## config.mk

```make
export PLATFORM = sky130hd
export DESIGN_NAME = bcd_converter_16bit
export DESIGN_NICKNAME = d
export VERILOG_FILES = /design/src/rtl/calc_pkg.sv /design/src/rtl/bcd_digit_adj.sv /design/src/rtl/bcd_converter_16bit.sv
export SDC_FILE = /design/constraint.sdc
export NUM_CORES = 1
export LEC_CHECK = 0
export ABC_AREA = 1
export CORE_MARGIN = 5
export CORE_UTILIZATION = 58
export CTS_BUF_LIST = sky130_fd_sc_hd__clkbuf_4
export CTS_CLUSTER_DIAMETER = 150
export DETAILED_ROUTE_END_ITERATION = 8
export GPL_ROUTABILITY_DRIVEN = 0
export GPL_TIMING_DRIVEN = 0
export PLACE_DENSITY = 0.84
export SYNTH_ARGS = -nofsm -noshare
export SYNTH_HDL_FRONTEND = slang
export SYNTH_SLANG_ARGS = --single-unit
```

## constraint.sdc

```tcl
create_clock -name CLK -period 2.65 [get_ports CLK]
set_input_delay 0.53 -clock CLK [delete_from_list [all_inputs] [get_ports CLK]]
set_output_delay 0.53 -clock CLK [all_outputs]
set_load 0.01 [all_outputs]
```

## src/rtl/calc_pkg.sv

```systemverilog
// Shared calculator datapath definitions: converter state encoding and widths
// common to the multiplier, BCD converter and display stages.
package calc_pkg;

  typedef enum logic [1:0] {
    StIdle,
    StShift,
    StFinish
  } conv_state_e;

  localparam int unsigned BCD_DIGITS = 5;
  localparam int unsigned PROD_W     = 16;

  localparam logic [3:0] ADD3_THRESH = 4'd5;

endpackage

```

## src/rtl/bcd_digit_adj.sv

```systemverilog
// Double-dabble digit correction: adds 3 to a BCD digit of 5 or more so the
// following left shift carries correctly into the next decimal digit.
module bcd_digit_adj
  import calc_pkg::*;
(
  input  logic [3:0] digit_i,
  output logic [3:0] digit_o
);

  always_comb begin
    digit_o = digit_i;
    if (digit_i >= ADD3_THRESH) begin
      digit_o = digit_i + 4'd3;
    end
  end

endmodule

```

## src/rtl/bcd_converter_16bit.sv

```systemverilog
// Sequential binary-to-BCD converter (shift-and-add-3), one input bit per clock,
// with a registered result and a one-cycle completion pulse.
module bcd_converter_16bit
  import calc_pkg::*;
#(
  parameter int unsigned IN_W   = PROD_W,
  parameter int unsigned DIGITS = BCD_DIGITS
) (
  input  logic                  CLK,
  input  logic                  RST_N,
  input  logic                  START,
  input  logic [IN_W-1:0]       BIN,
  output logic [4*DIGITS-1:0]   BCD,
  output logic                  DONE,
  output logic                  BUSY
);

  localparam int unsigned CntW = $clog2(IN_W);
  localparam int unsigned ScrW = 4 * DIGITS;
  localparam logic [CntW-1:0] CntLast = CntW'(IN_W - 1);

  conv_state_e     state_q, state_d;
  logic [IN_W-1:0] shift_bin_q, shift_bin_d;
  logic [ScrW-1:0] scratch_q, scratch_d;
  logic [CntW-1:0] cnt_q, cnt_d;
  logic [ScrW-1:0] bcd_q, bcd_d;

  logic [ScrW-1:0]      scratch_adj;
  logic [ScrW+IN_W-1:0] shifted;

  // All digits are corrected in parallel from the pre-shift scratch value.
  for (genvar g = 0; g < DIGITS; g++) begin : gen_adj
    bcd_digit_adj u_adj (
      .digit_i (scratch_q[4*g +: 4]),
      .digit_o (scratch_adj[4*g +: 4])
    );
  end

  assign shifted = {scratch_adj, shift_bin_q} << 1;

  always_comb begin
    state_d     = state_q;
    shift_bin_d = shift_bin_q;
    scratch_d   = scratch_q;
    cnt_d       = cnt_q;
    bcd_d       = bcd_q;

    unique case (state_q)
      StIdle: begin
        if (START) begin
          shift_bin_d = BIN;
          scratch_d   = '0;
          cnt_d       = '0;
          state_d     = StShift;
        end
      end
      StShift: begin
        scratch_d   = shifted[ScrW+IN_W-1:IN_W];
        shift_bin_d = shifted[IN_W-1:0];
        cnt_d       = cnt_q + CntW'(1);
        if (cnt_q == CntLast) begin
          bcd_d   = shifted[ScrW+IN_W-1:IN_W];
          state_d = StFinish;
        end
      end
      StFinish: begin
        state_d = StIdle;
      end
      default: begin
        state_d = StIdle;
      end
    endcase
  end

  always_ff @(posedge CLK or negedge RST_N) begin
    if (!RST_N) begin
      state_q     <= StIdle;
      shift_bin_q <= '0;
      scratch_q   <= '0;
      cnt_q       <= '0;
      bcd_q       <= '0;
    end else begin
      state_q     <= state_d;
      shift_bin_q <= shift_bin_d;
      scratch_q   <= scratch_d;
      cnt_q       <= cnt_d;
      bcd_q       <= bcd_d;
    end
  end

  assign BCD  = bcd_q;
  assign DONE = (state_q == StFinish);
  assign BUSY = (state_q != StIdle);

endmodule

```

==> results by group <==
Status
  – Outcome: finished clean

Placed design
  – IO buf count: 40
  – Dpl ws: 784.5 ps
  – Post-DP HPWL: ~4400 µm
  – Placed cell area: ~3500 µm²

Final layout
  – Layout cells sized above 1: 0.07619
  – Area of the multi-input gates: around 1200 µm²
  – Antenna diodes: 0
  – Post-route design area: 3566 µm²
  – Fill cell count: 410
  – Register area: 1551 µm²
  – Fin nets: between 400 and 500
  – Area growth, synth to finish: 20.30%

Detailed routing
  – First drt pass iteration count: 4
  – Drt wl/cell: 12.84 µm
  – Routed WL: around 6300 µm
  – Vias: 2,559
  – First DRT Iteration DRCs: 113
  – Vias/cell: 5.222
  – ANT nets after route: 0
  – DRC Markers: 0

Synthesis
  – Post-synthesis register bit count: 62
  – Primary FF master, synth: dfrtp_1
  – Top post-synthesis cells by area: dfrtp_1, nand2_1, nand3_1
  – Register area share after synthesis: 0.5234
  – Synthesized area per cell: 8.166 µm²
  – FFs w/ async S/R, synth: 1.000
  – Distinct cells, synth: 23
  – Number of flops mapped to enable cells by yosys: 0
  – Synth top area share: 0.5234
  – Synth area leader: dfrtp_1
  – Post-synthesis cell area: 2964 µm²
  – Syn Inst Count: around 360
  – Top-count cell post-synth: nand2_1
  – Most common library cells after synthesis: nand2_1, dfrtp_1, nand3_1
  – Mapped Nets: around 400
  – Syn. warnings: 0

Floorplan
  – Die width: 81.49 µm
  – # rows: 26
  – Num ports: 41
  – Vert. Die Dim: 81.49 µm
  – Core area: approximately 5000 µm²
  – Die ar.: 6640 µm²
  – Starting density of the core: 0.5878

Worst setup path
  – Worst-case reg-to-reg path depth: 7
  – Kind of critical path: reg2out
  – CP Cell Sequence: nor2_1, inv_1, clkdlybuf4s50_1
  – Nature of the critical path startpoint: register
  – Crit-path slowest cell: clkdlybuf4s50_1
  – Critical path data required time: 2120 ps
  – CP arrival: 1570 ps
  – CP Capture Type: output port
  – Critical path depth in cells: 3
  – CP delay by family, top: buffers and inverters
  – Crit path largest cell delay: 520 ps
  – Largest fanout on the critical path: 5
  – Crit path buffers/inverters: 2

Global route
  – Vias in the first global route: ~2,500
  – Initial antenna violation count: 0
  – First-pass GRT wire length: between 10,000 and 15,000 µm
  – Gr ovfl total: 0
  – GRT Resource Usage Total: 0.2196
  – Pin count of the biggest net entering global routing: 33

Clock network
  – H-tree Lvls: 3
  – Number of setup buffers added after CTS: 0
  – Clk_lat worst skew: 420 ps
  – Clock tree from TritonCTS: yes
  – CTS Root Cell: clkbuf_4
  – Reg clk slew, reported paths: 110 ps
  – Post-CTS Resized: 0
  – # clock sinks: 62
  – CTS Buffer Depth: 2
  – CTS Buf Count: 9
  – Hold_buf cts: 0

Min path
  – Hold Crit Class: in2async

Timing
  – Peak Freq: 477.1 MHz
  – Unrepaired setup endpoints after global routing: no
  – Final hold violations: 0
  – Clk_skew: 15.77 ps
  – Tcrit/Tclk final: 0.7909
  – Worst-Margin Slew: 698.3 ps
  – Rel. slew slack: 0.5344
  – # setup viols final: 0
  – Hold_ws: 151.8 ps
  – Max-slew violation count: 0
  – Final WS setup: 554.1 ps
  – Total negative setup slack: 0 ps
  – Minimum clock period: 2096 ps

Power
  – Power density over the cells: 1152 nW/µm²
  – VDD IR max: ~0.00060 V
  – Leakage: 1.817 nW

Run
  – Max cap viols: 0
-- report_power, final --
| group | leakage [nW] | internal [mW] | switching (mW) |
|---|---|---|---|
| registers | 0.776 | 1.36 | 0.276 |
| clock network | 0.0618 | 0.177 | 0.340 |
| logic | 0.979 | 0.816 | 1.14 |
| total | 1.82 | 2.35 | 1.76 |
-- metrics by stage --
step / util / power (mW) / cells
global route: 0.7072 / 4.508 / 490
CTS: 0.7072 / 4.135 / 490
detailed placement: 0.6876 / 3.604 / 474
floorplan: - / 2.917 / 363
finish: 0.7072 / 4.108 / 490
global placement: 0.6846 / 3.512 / 473
-- layer usage --
| metal | GRT usage | routed length, µm |
|---|---|---|
| met1 | 0.2776 | 2851 |
| met2 | 0.3534 | 2931 |
| met3 | 0.04386 | 325 |
| met5 | 0 | 0 |
| met4 | 0.1216 | 184 |
-- path summary, 6_finish.rpt --
path | startpoint | endpoint | slack (ps)
hold / removal | RST_N | BCD[6] | 150
hold reg to reg | BCD[4] | BCD[4] | 490
min in group CLK | BCD[4] | BCD[4] | 490
setup reg to reg | cnt_q[0] | BCD[11] | 1150
setup / recovery | state_q[0] | BUSY | 550
max in group asynchronous | RST_N | shift_bin_q[10] | 1890
-- layout make-up --
class,count,share of cell area
Buffer,10,0.01649
Sequential cell,62,0.4351
Inverter,28,0.03053
Multi-Input combinational cell,263,0.3491
Clock inverter,7,0.008772
Tap cell,70,0.02456
Timing Repair Buffer,41,0.1165
Clock buffer,9,0.01895
-- placed cells by master (no fill, tap or decap), types with 2 or more instances in the layout --
| master | count |
|---|---|
| nand4_1 | 10 |
| clkbuf_4 | 9 |
| inv_1 | 25 |
| nand2_1 | 150 |
| ha_1 | 11 |
| nor2_1 | 9 |
| clkdlybuf4s50_1 | 39 |
| nand3_1 | 52 |
| clkinv_2 | 5 |
| o21bai_1 | 2 |
| o22ai_1 | 6 |
| buf_2 | 9 |
| nand2_4 | 2 |
| clkinv_1 | 3 |
| a21oi_1 | 2 |
| dfrtp_1 | 62 |
| o21ai_0 | 14 |
-- cell families (layout without fill, tap and decap cells) --
kind of cell,after synthesis,after routing,share of synthesized area
adder cells (fa/ha/maj),11,11,0.04643
AND/OR/NAND/NOR,225,225,0.3221
AO/OA/AOI/OAI,27,27,0.05150
flip-flops,62,62,0.5234
buffers and inverters,38,95,0.05656
-- flip-flops by register name, indices dropped and copies added, names as in the netlist --
name	flops
state_q	2
shift_bin_q	16
cnt_q	4
BCD	20
scratch_q	20
No activity file was read; power rests on OpenSTA's default activity.
